--- config.mk ---
export PLATFORM = sky130hd
export DESIGN_NAME = calendar_counter
export DESIGN_NICKNAME = d
export VERILOG_FILES = /design/src/rtl/calendar_pkg.sv /design/src/rtl/step_repeater.sv /design/src/rtl/calendar_counter.sv
export SDC_FILE = /design/constraint.sdc
export NUM_CORES = 1
export LEC_CHECK = 0
export CAP_MARGIN = 10
export CELL_PAD_IN_SITES_DETAIL_PLACEMENT = 1
export CELL_PAD_IN_SITES_GLOBAL_PLACEMENT = 2
export CORE_MARGIN = 10
export CORE_UTILIZATION = 36
export CTS_BUF_LIST = sky130_fd_sc_hd__clkbuf_16
export CTS_CLUSTER_DIAMETER = 100
export DETAILED_ROUTE_END_ITERATION = 16
export PLACE_DENSITY = 0.92
export SKIP_LAST_GASP = 1
export SLEW_MARGIN = 20
export SYNTH_ARGS = -nofsm -noshare
export SYNTH_HDL_FRONTEND = slang
export SYNTH_HIERARCHICAL = 1
export SYNTH_SLANG_ARGS = --single-unit
--- constraint.sdc ---
create_clock -name clk -period 9.86 [get_ports clk]
set_clock_uncertainty 0.05 [all_clocks]
set_input_delay 2.465 -clock clk [delete_from_list [all_inputs] [get_ports clk]]
set_output_delay 2.465 -clock clk [all_outputs]
set_load 0.03 [all_outputs]
--- src/rtl/calendar_pkg.sv ---
// Shared definitions for the calendar counter.
//   field_t      : encoding of the field_sel input (day / month / year / none)
//   rpt_state_t  : states of the inc/dec auto-repeat machine
//   month_len()  : number of days in a month, given the leap flag of its year
package calendar_pkg;

    typedef enum logic [1:0] {
        FIELD_DAY   = 2'd0,
        FIELD_MONTH = 2'd1,
        FIELD_YEAR  = 2'd2,
        FIELD_NONE  = 2'd3
    } field_t;

    typedef enum logic [1:0] {
        RPT_IDLE   = 2'd0,
        RPT_FIRST  = 2'd1,
        RPT_DELAY  = 2'd2,
        RPT_REPEAT = 2'd3
    } rpt_state_t;

    localparam logic [3:0] MONTH_JAN = 4'd1;
    localparam logic [3:0] MONTH_DEC = 4'd12;

    function automatic logic [4:0] month_len(input logic [3:0] m, input logic leap_yr);
        case (m)
            4'd2:                      month_len = leap_yr ? 5'd29 : 5'd28;
            4'd4, 4'd6, 4'd9, 4'd11:   month_len = 5'd30;
            default:                   month_len = 5'd31;
        endcase
    endfunction

endpackage

--- src/rtl/step_repeater.sv ---
// Converts the inc/dec button levels into single-cycle step pulses with
// keyboard-style auto-repeat.
//   clk, rst_n        : clock, asynchronous active-low reset
//   enable            : set mode; steps are only generated while high
//   field_sel [1:0]   : edited field; any change cancels a running repeat
//   inc, dec          : button levels (both high = no step, repeat cancelled)
//   step_inc/step_dec : step pulses, valid in the same cycle as the press so
//                       the field updates on the following edge
// First step on the first cycle a button is seen, the next one RPT_DLY cycles
// later, then one every RPT_PER cycles until released.
module step_repeater
    import calendar_pkg::*;
#(
    parameter int RPT_DLY = 8,
    parameter int RPT_PER = 4
) (
    input  logic       clk,
    input  logic       rst_n,
    input  logic       enable,
    input  logic [1:0] field_sel,
    input  logic       inc,
    input  logic       dec,
    output logic       step_inc,
    output logic       step_dec
);

    localparam int CNT_MAX = (RPT_DLY > RPT_PER) ? RPT_DLY : RPT_PER;
    localparam int CNT_W   = $clog2(CNT_MAX + 1);

    rpt_state_t       state_reg;
    logic [CNT_W-1:0] cnt_reg;     // cycles elapsed since the last step
    logic             dir_reg;     // 1 = repeating inc, 0 = repeating dec
    logic [1:0]       field_sel_reg;

    logic press_inc;
    logic press_dec;
    logic held;
    logic abort;
    logic step_now;
    logic step_dir;

    assign press_inc = inc & ~dec;
    assign press_dec = dec & ~inc;
    // The repeat only continues while the same single button stays pressed.
    assign held      = dir_reg ? press_inc : press_dec;
    assign abort     = ~enable | ~held | (field_sel != field_sel_reg);

    always_comb begin
        step_now = 1'b0;
        case (state_reg)
            RPT_IDLE:   step_now = enable & (press_inc | press_dec);
            RPT_FIRST,
            RPT_DELAY:  step_now = ~abort & (cnt_reg == CNT_W'(RPT_DLY));
            RPT_REPEAT: step_now = ~abort & (cnt_reg == CNT_W'(RPT_PER));
            default:    step_now = 1'b0;
        endcase
    end

    assign step_dir = (state_reg == RPT_IDLE) ? press_inc : dir_reg;
    assign step_inc = step_now & step_dir;
    assign step_dec = step_now & ~step_dir;

    always_ff @(posedge clk or negedge rst_n) begin
        if (!rst_n) begin
            state_reg     <= RPT_IDLE;
            cnt_reg       <= '0;
            dir_reg       <= 1'b0;
            field_sel_reg <= 2'd0;
        end else begin
            field_sel_reg <= field_sel;
            case (state_reg)
                RPT_IDLE: begin
                    if (step_now) begin
                        state_reg <= RPT_FIRST;
                        cnt_reg   <= CNT_W'(1);
                        dir_reg   <= press_inc;
                    end else begin
                        cnt_reg   <= '0;
                    end
                end
                RPT_FIRST, RPT_DELAY: begin
                    if (abort) begin
                        state_reg <= RPT_IDLE;
                        cnt_reg   <= '0;
                    end else if (step_now) begin
                        state_reg <= RPT_REPEAT;
                        cnt_reg   <= CNT_W'(1);
                    end else begin
                        state_reg <= RPT_DELAY;
                        cnt_reg   <= cnt_reg + CNT_W'(1);
                    end
                end
                RPT_REPEAT: begin
                    if (abort) begin
                        state_reg <= RPT_IDLE;
                        cnt_reg   <= '0;
                    end else if (step_now) begin
                        cnt_reg   <= CNT_W'(1);
                    end else begin
                        cnt_reg   <= cnt_reg + CNT_W'(1);
                    end
                end
                default: begin
                    state_reg <= RPT_IDLE;
                    cnt_reg   <= '0;
                end
            endcase
        end
    end

endmodule

--- src/rtl/calendar_counter.sv ---
// Day / month / year counter with Gregorian leap years and a set mode with
// auto-repeating inc/dec editing.
//   clk, rst_n           : clock, asynchronous active-low reset
//   tick_day             : one-cycle pulse advancing the date (run mode only)
//   ctrl_set             : set mode; tick_day is ignored while high
//   field_sel [1:0]      : field edited by inc/dec (day, month, year, none)
//   inc, dec             : edit button levels
//   day, month, year     : registered date
//   leap, month_end      : combinational status of the current date
//   carry_out            : pulse when a run-mode tick wraps YEAR_MAX-12-31
module calendar_counter
    import calendar_pkg::*;
#(
    parameter int YEAR_MIN = 2000,
    parameter int YEAR_MAX = 2999,
    parameter int YEAR_W   = 12,
    parameter int RPT_DLY  = 8,
    parameter int RPT_PER  = 4
) (
    input  logic              clk,
    input  logic              rst_n,
    input  logic              tick_day,
    input  logic              ctrl_set,
    input  logic [1:0]        field_sel,
    input  logic              inc,
    input  logic              dec,
    output logic [4:0]        day,
    output logic [3:0]        month,
    output logic [YEAR_W-1:0] year,
    output logic              leap,
    output logic              month_end,
    output logic              carry_out
);

    localparam logic [YEAR_W-1:0] Y_MIN = YEAR_W'(YEAR_MIN);
    localparam logic [YEAR_W-1:0] Y_MAX = YEAR_W'(YEAR_MAX);

    function automatic logic is_leap(input logic [YEAR_W-1:0] y);
        logic [31:0] yy;
        yy      = 32'(y);
        is_leap = ((yy % 32'd4) == 32'd0) &&
                  (((yy % 32'd100) != 32'd0) || ((yy % 32'd400) == 32'd0));
    endfunction

    logic [4:0]        day_reg,   day_next;
    logic [3:0]        month_reg, month_next;
    logic [YEAR_W-1:0] year_reg,  year_next;

    logic              step_inc;
    logic              step_dec;
    logic [4:0]        cur_len;
    logic              date_max;

    // Step-side candidate values, then the day clamped to the target month.
    logic [3:0]        step_month;
    logic [YEAR_W-1:0] step_year;
    logic [4:0]        month_len_new;
    logic [4:0]        year_len_new;

    step_repeater #(
        .RPT_DLY (RPT_DLY),
        .RPT_PER (RPT_PER)
    ) u_step_repeater (
        .clk       (clk),
        .rst_n     (rst_n),
        .enable    (ctrl_set),
        .field_sel (field_sel),
        .inc       (inc),
        .dec       (dec),
        .step_inc  (step_inc),
        .step_dec  (step_dec)
    );

    assign leap      = is_leap(year_reg);
    assign cur_len   = month_len(month_reg, leap);
    assign month_end = (day_reg == cur_len);
    assign date_max  = (year_reg == Y_MAX) && (month_reg == MONTH_DEC) && (day_reg == 5'd31);
    assign carry_out = tick_day & ~ctrl_set & date_max;

    always_comb begin
        if (step_inc)
            step_month = (month_reg == MONTH_DEC) ? MONTH_JAN : month_reg + 4'd1;
        else
            step_month = (month_reg == MONTH_JAN) ? MONTH_DEC : month_reg - 4'd1;

        if (step_inc)
            step_year = (year_reg == Y_MAX) ? Y_MIN : year_reg + YEAR_W'(1);
        else
            step_year = (year_reg == Y_MIN) ? Y_MAX : year_reg - YEAR_W'(1);

        month_len_new = month_len(step_month, leap);
        year_len_new  = month_len(month_reg, is_leap(step_year));
    end

    always_comb begin
        day_next   = day_reg;
        month_next = month_reg;
        year_next  = year_reg;
        if (!ctrl_set) begin
            if (tick_day) begin
                if (!month_end) begin
                    day_next = day_reg + 5'd1;
                end else if (month_reg != MONTH_DEC) begin
                    day_next   = 5'd1;
                    month_next = month_reg + 4'd1;
                end else begin
                    day_next   = 5'd1;
                    month_next = MONTH_JAN;
                    year_next  = (year_reg == Y_MAX) ? Y_MIN : year_reg + YEAR_W'(1);
                end
            end
        end else if (step_inc || step_dec) begin
            case (field_t'(field_sel))
                FIELD_DAY: begin
                    if (step_inc)
                        day_next = month_end ? 5'd1 : day_reg + 5'd1;
                    else
                        day_next = (day_reg == 5'd1) ? cur_len : day_reg - 5'd1;
                end
                FIELD_MONTH: begin
                    month_next = step_month;
                    day_next   = (day_reg > month_len_new) ? month_len_new : day_reg;
                end
                FIELD_YEAR: begin
                    year_next = step_year;
                    day_next  = (day_reg > year_len_new) ? year_len_new : day_reg;
                end
                default: begin
                    day_next = day_reg;
                end
            endcase
        end
    end

    always_ff @(posedge clk or negedge rst_n) begin
        if (!rst_n) begin
            day_reg   <= 5'd1;
            month_reg <= MONTH_JAN;
            year_reg  <= Y_MIN;
        end else begin
            day_reg   <= day_next;
            month_reg <= month_next;
            year_reg  <= year_next;
        end
    end

    assign day   = day_reg;
    assign month = month_reg;
    assign year  = year_reg;

endmodule

==> summary.md <==
| Metric | Value |
|---|---|
| Status | finished clean |
| DP HPWL | 16100 um |
| Register area share after synthesis | 0.128 |
| Worst hold path class | reg2reg |
| Die X | roughly 150 um |
| Initial antenna violation count | 0 |
| Largest net degree at the start of global routing | 31 |
| XOR/XNOR share of the synthesized area | 0.0652 |
| DR pass1 iterations | 5 |
| GRT Residual Overflow | 0 |
| Post-synthesis mux area share | 0.0229 |
| Synth Area in Adders | 0.0620 |
| Reg2reg end | day[3]$_DFFE_PN0P_ |
| Synth area leaders | dfrtp_1, ha_1, a21oi_1 |
| Tcrit/Tclk final | 0.965 |
| Placeable Area | 16100 um^2 |
| Worst skew pair latency | roughly 0.28 ns |
| Final Setup Violations | 0 |
| Slew Viols, Final | 0 |
| First-pass GRT wire length | 36200 um |
| Wire per inst | approximately 20 um |
| CP peak stage delay | 0.44 ns |
| DRC errors left | 0 |
| Final hold vios | 0 |
| R2r setup slk | 2.00 ns |
| DR vias | 7023 |
| Non-Filler Instances | 1126 |
| Post-synthesis simple-gate area fraction | 0.279 |
| Root Buffer | clkbuf_16 |
| WL final | 22600 um |
| Slew HR | 0.266 |
| Post-synth EDFFs | 0 |
| Final WS setup | between 0.3 and 0.4 ns |
| Slowest cell on crit path | clkdlybuf4s50_1 |
| # IOs | 32 |
| Synth Cell Area | 5950 um^2 |
| DRT iter0 DRCs | 399 |
| Aggregate global-route resource usage | 0.191 |
| Net count after synthesis | between 800 and 900 |
| Fin Setup TNS | 0 ns |
| Fraction of layout cells with a size suffix above 1 | 0.219 |
| Max cap viols | 0 |
| Syn_area_per_cell | 7.09 um^2 |
| CTS sink count | 30 |
| Hold EP | u_step_repeater/cnt_reg[3]$_DFF_PN0_ |
| CTS buffer count | 5 |
| Complex-gate fraction of the synthesized area | 0.375 |
| Placer congestion estimate | 0.913 |
| Yosys top cell area share | 0.0925 |
| Vias in the first global route | between 6000 and 7000 |
| Least-Margin Pin Slew | 1.09 ns |
| CTS H-tree lvls | 2 |
| R2R cell count | 40 |
| Hold Path Stages | 2 |
| Post-DRT Antenna Nets | 0 |
| Hold path startpoint | u_step_repeater/cnt_reg[3]$_DFF_PN0_ |
| CTS tree | built |
| Pre-CTS setup slack | -0.401 ns |
| Footprint of the multi-input gates | 5110 um^2 |
| Final min period | 9.51 ns |
| Port Buf Inserts | 31 |
| Area delta synth->final | 24.4% |
| Crit-path max FO | 5 |
| Fmax | 105 MHz |
| Startpoint Class | primary input |
| Worst EP arrival | between 9 and 10 ns |
| Die Ht | 149 um |
| Dpl cells | 1103 |
| Dominant cell type by area after synthesis | dfrtp_1 |
| Yosys reg bits | 30 |
| Vias per cell | 6.24 |
| Fillers | 2024 |
| Post-synth top flop | dfrtp_1 |
| Most frequent cell after synthesis | nor2_1 |
| Site Rows | 46 |
| R2R Path Start | u_step_repeater/state_reg[1]$_DFFE_PN0P_ |
| Die area | around 22000 um^2 |
| N_diodes | 0 |
| Async set or reset register ratio after synthesis | 1.00 |
| Syn Inst Count | 839 |
| CTS clk-pin slew, worst paths | 0.06 ns |
| Critical Path End Type | flop |
| WS Path Type | in2reg |
| Crit path required time | 9.98 ns |
| List of most frequent post-synthesis cells | nor2_1, nand2_1, a21oi_1 |
| Post-layout nets | between 900 and 1000 |
| Ys Warns | 6 |
| Main combinational cell family by area after synthesis | compound AO/OA/AOI/OAI gates |
| Distinct cells, synth | 100 |
| Initial cell density of the core | 0.371 |
| Seq. cell area | 761 um^2 |
| Clock Tree Buf Depth | 2 |
| Largest register FFs | 12 |
[kinds of logic after synthesis]
logic type,Yosys count
DFF,30
buffers and inverters,94
muxes,13
adders and majority gates,30
AOI/OAI and AO/OA,316
and+or+nand+nor,316
xor gates and xnor gates,40
[worst max-delay path: cells and delay by family]
kind,cells,cell delay [ns]
AND/OR/NAND/NOR,13,1.28
adder cells (fa/ha/maj),3,0.88
AO/OA/AOI/OAI,15,3.07
buffers and inverters,3,0.74
XOR/XNOR,3,0.64
multiplexers,2,0.56
[metrics by stage]
step | instance area, um^2 | util | hold slack [ns]
3_3_place_gp | 6820 | 0.425 | 0.480
2_1_floorplan | 5970 | - | 0.460
6_report | 7400 | 0.461 | 0.507
3_5_place_dp | 6820 | 0.425 | 0.496
5_1_grt | 7400 | 0.461 | 0.582
4_1_cts | 7010 | 0.437 | 0.511
[final cells by class]
| cell class | instances | area share |
|---|---|---|
| Clock buffer | 5 | 0.0169 |
| Clock inverter | 3 | 0.00220 |
| Inverter | 40 | 0.0203 |
| Multi-Input combinational cell | 715 | 0.691 |
| Sequential cell | 30 | 0.103 |
| Tap cell | 216 | 0.0365 |
| Timing Repair Buffer | 117 | 0.130 |
[what timing repair did]
item,4_1_cts,5_1_grt
gates resized for setup,10,61
hold buffers,0,0
cloned,0,1
setup endpoints to repair,3,6
pin swaps,2,39
setup buffers,0,14
[how the worst max path moves through the flow]
stage                             from                 end  slack (ns)  cells after the start
after global placement             dec  day[3]$_DFFE_PN0P_       -0.16                     40
after CTS                          inc  day[3]$_DFFE_PN0P_        0.01                     42
after global routing      field_sel[1]  day[3]$_DFFE_PN0P_       -0.06                     38
final                     field_sel[1]  day[3]$_DFFE_PN0P_        0.35                     39
after floorplan                    dec  day[3]$_DFFE_PN0P_        0.02                     42
after detailed placement           inc  day[3]$_DFFE_PN0P_       -0.40                     40
[routing by layer]
metal,wire [um],part of all wire,GRT usage,vias up
met5,0,0,0,-
met3,800,0.035,0.0182,26
li1,-,-,-,3350
met1,10300,0.46,0.258,3504
met4,320,0.014,0.0352,0
met2,11200,0.49,0.324,143
[layout by cell type, fill, tap and decap left out, types with 11 or more instances in the layout]
cell             instances
inv_1                   35
ha_1                    24
a21oi_1                 59
a31oi_1                 13
and3_1                  17
nor2_1                  73
xnor2_1                 28
nor3_1                  20
clkdlybuf4s50_1         29
dfrtp_1                 22
buf_4                   83
nand2_1                 63
or3_1                   11
nand3_1                 28
nor4_1                  12
o21ai_0                 56
Power is not shown: default switching activity piles up to over one toggle a cycle in this logic, so the estimate is an artifact.
